<file path="src/rtl/hms_pkg.sv">
// ============================================================================
// Module      : hms_pkg
// Description : Shared constants, state encoding and helper functions for
//               the HMS(E) merge-sorter write-side feeder.
// Revision    : 1.0 - initial release
// ============================================================================
`default_nettype none

package hms_pkg;

  // Default records-per-word geometry.
  localparam int HMS_E_LOG = 2;
  localparam int E         = 1 << HMS_E_LOG;

  // Upper bound on a word width handled by the terminator helper.
  localparam int HMS_MAX_W = 2048;

  // Feeder routing / terminator states.
  localparam int         STATE_W = 2;
  localparam logic [1:0] S_A     = 2'd0;
  localparam logic [1:0] S_B     = 2'd1;
  localparam logic [1:0] S_TA    = 2'd2;
  localparam logic [1:0] S_TB    = 2'd3;

  // Records per word for an arbitrary E_LOG.
  function automatic int hms_num_recs(input int e_log);
    return 1 << e_log;
  endfunction

  // Word whose every record has an all-ones key and a zero payload, so the
  // merger always sees this entry as the largest and drains the run ahead.
  function automatic logic [HMS_MAX_W-1:0] hms_term_word(input int datw,
                                                         input int keyw,
                                                         input int e_log);
    logic [HMS_MAX_W-1:0] key_ones;
    logic [HMS_MAX_W-1:0] word;
    key_ones = ~({HMS_MAX_W{1'b1}} << keyw);
    word     = '0;
    for (int r = 0; r < (1 << e_log); r++) begin
      word = word | (key_ones << (r * datw));
    end
    return word;
  endfunction

endpackage

`default_nettype wire

</file>
<file path="src/rtl/hms_order_checker.sv">
// ============================================================================
// Module      : hms_order_checker
// Description : Checks that every accepted word continues its run in
//               non-descending key order and raises a sticky error flag.
// Revision    : 1.0 - initial release
// ============================================================================
`default_nettype none

module hms_order_checker
  import hms_pkg::*;
#(
  parameter int E_LOG = 2,
  parameter int KEYW  = 32
) (
  input  logic                     clk_i,
  input  logic                     rst_ni,
  input  logic [(KEYW<<E_LOG)-1:0] keys_i,
  input  logic                     accept_i,
  input  logic                     last_i,
  output logic                     err_o
);

  localparam int NREC = hms_num_recs(E_LOG);

  logic [KEYW-1:0] last_key_q;
  logic [KEYW-1:0] last_key_d;
  logic            err_q;
  logic            err_d;
  logic            w_viol;

  // Detect a descending step inside the word or against the previous word.
  always_comb begin
    w_viol = (keys_i[KEYW-1:0] < last_key_q);
    for (int i = 0; i < NREC - 1; i++) begin
      if (keys_i[(i+1)*KEYW +: KEYW] < keys_i[i*KEYW +: KEYW]) begin
        w_viol = 1'b1;
      end
    end
  end

  // Track the run's last key (cleared at run end) and latch violations.
  always_comb begin
    last_key_d = last_key_q;
    err_d      = err_q;
    if (accept_i) begin
      last_key_d = last_i ? '0 : keys_i[(NREC-1)*KEYW +: KEYW];
      err_d      = err_q | w_viol;
    end
  end

  // Checker state registers.
  always_ff @(posedge clk_i or negedge rst_ni) begin
    if (!rst_ni) begin
      last_key_q <= '0;
      err_q      <= 1'b0;
    end else begin
      last_key_q <= last_key_d;
      err_q      <= err_d;
    end
  end

  assign err_o = err_q;

endmodule

`default_nettype wire

</file>
<file path="src/rtl/hms_run_feeder.sv">
// ============================================================================
// Module      : hms_run_feeder
// Description : Deals sorted runs alternately into input FIFOs A and B of the
//               HMS(E) merge sorter, back-pressures the source and flags
//               out-of-order runs. Optional run terminator words are enabled
//               by defining HMS_RUN_TERMINATOR_EN.
// Revision    : 1.0 - initial release
// ============================================================================
`default_nettype none

module hms_run_feeder
  import hms_pkg::*;
#(
  parameter int E_LOG = 2,
  parameter int DATW  = 64,
  parameter int KEYW  = 32,
  parameter int RUN_W = 16
) (
  input  logic                     CLK,
  input  logic                     RST,
  input  logic [(DATW<<E_LOG)-1:0] DIN,
  input  logic                     DINEN,
  input  logic                     DINLAST,
  output logic                     STALL,
  input  logic                     FULL_A,
  input  logic                     FULL_B,
  output logic [(DATW<<E_LOG)-1:0] DOT,
  output logic                     ENQ_A,
  output logic                     ENQ_B,
  output logic [RUN_W-1:0]         RUNS,
  output logic                     ERR
);

  localparam int NREC  = hms_num_recs(E_LOG);
  localparam int WORDW = DATW << E_LOG;

`ifdef HMS_RUN_TERMINATOR_EN
  localparam logic [WORDW-1:0] TERM_WORD = WORDW'(hms_term_word(DATW, KEYW, E_LOG));
`endif

  logic [STATE_W-1:0] state_q;
  logic [STATE_W-1:0] state_d;
  logic [WORDW-1:0]   dot_q;
  logic [WORDW-1:0]   dot_d;
  logic               enq_a_q;
  logic               enq_a_d;
  logic               enq_b_q;
  logic               enq_b_d;
  logic [RUN_W-1:0]   runs_q;
  logic [RUN_W-1:0]   runs_d;
  logic               w_stall;
  logic               w_accept;
  logic [(KEYW<<E_LOG)-1:0] w_keys;

  // Gather the key field of every record for the order checker.
  for (genvar g = 0; g < NREC; g++) begin : g_keys
    assign w_keys[g*KEYW +: KEYW] = DIN[g*DATW +: KEYW];
  end

  // Stall on the current target's full flag only; terminator states always stall.
  always_comb begin
    w_stall = 1'b1;
    case (state_q)
      S_A:       w_stall = FULL_A;
      S_B:       w_stall = FULL_B;
      S_TA, S_TB: w_stall = 1'b1;
      default:   w_stall = 1'b1;
    endcase
  end

  assign w_accept = DINEN & ~w_stall;

  // Route accepted words to the current target and advance at run end.
  always_comb begin
    state_d = state_q;
    dot_d   = dot_q;
    enq_a_d = 1'b0;
    enq_b_d = 1'b0;
    runs_d  = runs_q;
    case (state_q)
      S_A: begin
        if (w_accept) begin
          dot_d   = DIN;
          enq_a_d = 1'b1;
          if (DINLAST) begin
            runs_d  = runs_q + {{(RUN_W-1){1'b0}}, 1'b1};
`ifdef HMS_RUN_TERMINATOR_EN
            state_d = S_TA;
`else
            state_d = S_B;
`endif
          end
        end
      end
      S_B: begin
        if (w_accept) begin
          dot_d   = DIN;
          enq_b_d = 1'b1;
          if (DINLAST) begin
            runs_d  = runs_q + {{(RUN_W-1){1'b0}}, 1'b1};
`ifdef HMS_RUN_TERMINATOR_EN
            state_d = S_TB;
`else
            state_d = S_A;
`endif
          end
        end
      end
`ifdef HMS_RUN_TERMINATOR_EN
      S_TA: begin
        if (!FULL_A) begin
          dot_d   = TERM_WORD;
          enq_a_d = 1'b1;
          state_d = S_B;
        end
      end
      S_TB: begin
        if (!FULL_B) begin
          dot_d   = TERM_WORD;
          enq_b_d = 1'b1;
          state_d = S_A;
        end
      end
`endif
      default: state_d = S_A;
    endcase
  end

  // Feeder state and output registers.
  always_ff @(posedge CLK or negedge RST) begin
    if (!RST) begin
      state_q <= S_A;
      dot_q   <= '0;
      enq_a_q <= 1'b0;
      enq_b_q <= 1'b0;
      runs_q  <= '0;
    end else begin
      state_q <= state_d;
      dot_q   <= dot_d;
      enq_a_q <= enq_a_d;
      enq_b_q <= enq_b_d;
      runs_q  <= runs_d;
    end
  end

  hms_order_checker #(
    .E_LOG (E_LOG),
    .KEYW  (KEYW)
  ) u_order_checker (
    .clk_i    (CLK),
    .rst_ni   (RST),
    .keys_i   (w_keys),
    .accept_i (w_accept),
    .last_i   (DINLAST),
    .err_o    (ERR)
  );

  assign STALL = w_stall;
  assign DOT   = dot_q;
  assign ENQ_A = enq_a_q;
  assign ENQ_B = enq_b_q;
  assign RUNS  = runs_q;

endmodule

`default_nettype wire

</file>
<file path="config.mk">
export PLATFORM = sky130hd
export DESIGN_NAME = hms_run_feeder
export DESIGN_NICKNAME = d
export VERILOG_FILES = /design/src/rtl/hms_pkg.sv /design/src/rtl/hms_order_checker.sv /design/src/rtl/hms_run_feeder.sv
export SDC_FILE = /design/constraint.sdc
export NUM_CORES = 1
export LEC_CHECK = 0
export BUFFER_PORTS_ARGS = -buffer_cell sky130_fd_sc_hd__buf_4
export CORE_AREA = 3 3 206 208
export DETAILED_ROUTE_END_ITERATION = 8
export DIE_AREA = 0 0 209 211
export GPL_TIMING_DRIVEN = 1
export PLACE_DENSITY_LB_ADDON = 0.1
export SETUP_SLACK_MARGIN = 0.1
export SYNTH_ARGS = -nofsm -noshare
export SYNTH_HDL_FRONTEND = slang
export SYNTH_SLANG_ARGS = --single-unit
</file>
<file path="constraint.sdc">
create_clock -name CLK -period 2.2 [get_ports CLK]
set_clock_uncertainty 0.05 [all_clocks]
set_input_delay 0.11 -clock CLK [delete_from_list [all_inputs] [get_ports CLK]]
set_output_delay 0.11 -clock CLK [all_outputs]
set_load 0.005 [all_outputs]
</file>
==> results by group <==
Synth
  – Synth cell types: between 40 and 50
  – Sequential fraction of the synthesis area: 0.532
  – Top-area cell type share of the netlist area: 0.532
  – Yosys warning count: 0
  – Post-synthesis cell count: 1598
  – Count leader, synth: nand2_1
  – Netlist Area Pre-Place: about 14000 sq um
  – Synthesized area per cell: 9.06 sq um
  – Area contributors post-synth: dfrtp_1 (53%), nand2_1 (16%), ha_1 (11%)
  – EDFF count, synth: 0
  – Top_reg_cell synth: dfrtp_1
  – Ys async rst share: 1.00
  – #FFs+latches synth: 308
  – Net count after synthesis: 1985
  – Post-synth top cells: nand2_1 (609), dfrtp_1 (308), o21ai_0 (135)
  – Area leader, netlist: dfrtp_1

Setup path
  – Worst Path Max Fanout: 3
  – Setup Crit Path Kind: reg2reg
  – Worst path required time: roughly 2.6 ns
  – Worst Path Arrival: 2.45 ns
  – Startpoint types: flip-flop
  – Delay of the slowest cell on the worst path: 0.37 ns
  – Slowest CP cell: a221o_1
  – CP cell instances: inv_1 -> ha_4 -> a21oi_2 -> nand2_1 -> a221o_1 -> a311oi_2 -> buf_4 -> o21ai_1 -> a41oi_1
  – Setup crit end kind: flip-flop

Global route
  – GRT overflow: 0
  – All-Layer GR Usage: 0.239
  – First-pass GRT wire length: 83200 microns
  – Vias in the first global route: approximately 14000
  – GRT met3 Usage: 0.0573
  – Pin count of the biggest net entering global routing: between 100 and 150
  – Gr busiest metal: met2
  – Initial antenna violation count: 1
  – M2 GR Usage: 0.395
  – Met1 global-route usage: 0.311

STA
  – Final period util: 0.936
  – Fin. Hold Viols: 0
  – Crit path time final: between 2 and 2.5 ns
  – Final setup viols: 0
  – Least-Margin Pin Slew: 0.723 ns
  – Fmax: 486 MHz
  – Min Hold Slack: 0.0271 ns
  – Max Slew Vio Count: 0
  – Worst rel slew slack: 0.506
  – RSZ-0062 raised after global routing: false

Floorplan
  – Core area: 40700 sq um
  – Die width: 209 microns
  – Full die area: 44100 sq um
  – Initial core utilization: 0.355
  – Num rows: 74
  – # IOs: between 500 and 600
  – Die height: 211 microns

Job
  – MaxCap Viol Count: 0

Routing
  – Routed wire length: 54600 microns
  – DR WL/cell: 18.4 microns
  – Vias per cell: between 4 and 5
  – First drt pass iteration count: 8
  – DRC Markers: 0
  – Total number of vias: 13951
  – Antenna viol nets, final: 0
  – DR iter-0 viols: ~750

Layout
  – Fin cells: 2966
  – Fin nets: 2790
  – Share of layout cells above drive strength 1: 0.268
  – Synth-to-Final Area Change: 61.4%

CTS
  – Clock sinks: between 300 and 400
  – Clk buf depth: 3
  – H-tree levels: 2
  – Num CTS Buffers: 38
  – CTS tree: done
  – Clk_lat worst skew: 0.55 ns
  – CTS Root Cell: clkbuf_16
  – Clk slew on worst S/H paths: 0.06 ns

Power
  – Worst IR Drop VDD: between 0.0005 and 0.0006 V
  – Power Density: 996 nW/um^2
  – Total power after layout: 23.3 mW
  – Leakage: approximately 12 nW

Placement
  – Placed cell count: roughly 2600
  – RD Place Congestion: 0.861
  – Port-buffer cells: 537
  – Final HPWL DP: 40300 microns

Outcome
  – Status: completed

Hold path
  – HP Class: in2reg
==> cell usage in the layout (no fill, tap or decap), types with 13 or more instances in the layout <==
cell type and instances:
nand4_1 17, dlygate4sd3_1 258, nor2_1 13, o21ai_0 132
nand3b_1 31, a21o_1 20, dfrtp_1 308, nand3_1 22
a21oi_1 37, nand2_1 608, buf_4 558, clkbuf_16 39
clkbuf_1 13, ha_1 121, inv_1 130
==> sequential cells by signal, summed over array words and instances, names as in the netlist <==
name and flops:
DOT 256, u_order_checker.last_key_q 32, u_order_checker.err_o 1, RUNS 16
ENQ_A 1, ENQ_B 1, state_q 1
==> critical path, delay by kind of cell (launching register included) <==
family | cells | cell delay, ns
and+or+nand+nor | 1 | 0.06
adders and majority gates | 1 | 0.22
buffers and inverters | 2 | 0.27
DFF | 1 | 0.36
AOI/OAI and AO/OA | 5 | 1.00
==> cells by family after synthesis <==
kind of cell / Yosys count / synth area share
adders and majority gates: 125 / 0.108
muxes: 2 / 0.00147
xor gates and xnor gates: 16 / 0.00968
DFF: 308 / 0.532
buffers and inverters: 197 / 0.0524
AOI/OAI and AO/OA: 227 / 0.0888
and+or+nand+nor: 723 / 0.207
==> final timing paths <==
kind | slack [ns] | end | cells after the start | from
min in group asynchronous | 0.06 | DOT[229] | 2 | RST
min reg2reg | 0.42 | DOT[36] | 2 | DOT[36]
min | 0.03 | RUNS[5] | 4 | DINLAST
max in group asynchronous | 1.14 | DOT[60] | 3 | RST
max | 0.14 | u_order_checker.err_o | 9 | u_order_checker.last_key_q[14]
max reg2reg | 0.14 | u_order_checker.err_o | 9 | u_order_checker.last_key_q[14]
==> timing repair <==
action,in CTS,in global routing
hold endpoints to repair,563,0
gates resized for setup,3,35
pin swaps,1,10
gates cloned,0,0
endpoints found under the setup margin,1,1
setup buffers,0,1
hold buffers,261,0
==> metal layers <==
layer	vias to the layer above	wire length, microns
met2	425	26200
li1	6787	-
met3	94	3390
met5	-	0
met1	6645	23300
met4	0	1720
==> area by class of cell <==
class / instances / area (sq um)
diodes: 3 / 7.51
clock buffers: 61 / 1150
clock inverters: 7 / 143
fillers: 3637 / 17400
inverters: 130 / 488
multi-input cells: 1093 / 6170
flip-flops and latches: 308 / 7710
well taps: 532 / 666
repair buffers: 832 / 7040
==> metrics by stage <==
step | setup WS [ns] | util | instance area [sq um] | TNS, ns
2_1_floorplan | 0.270 | - | 14500 | 0
3_3_place_gp | -0.112 | 0.473 | 19300 | -0.112
3_5_place_dp | -0.0833 | 0.473 | 19300 | -0.0833
5_1_grt | 0.0596 | 0.573 | 23400 | 0
4_1_cts | 0.103 | 0.569 | 23200 | 0
6_report | 0.141 | 0.574 | 23400 | 0
==> power breakdown <==
group,leakage (nW),switching (mW),internal [mW]
clock,0.630,2.48,4.04
combinational,7.93,3.81,4.09
sequential,3.84,1.19,7.66
Power figures use the tool's default switching activity.
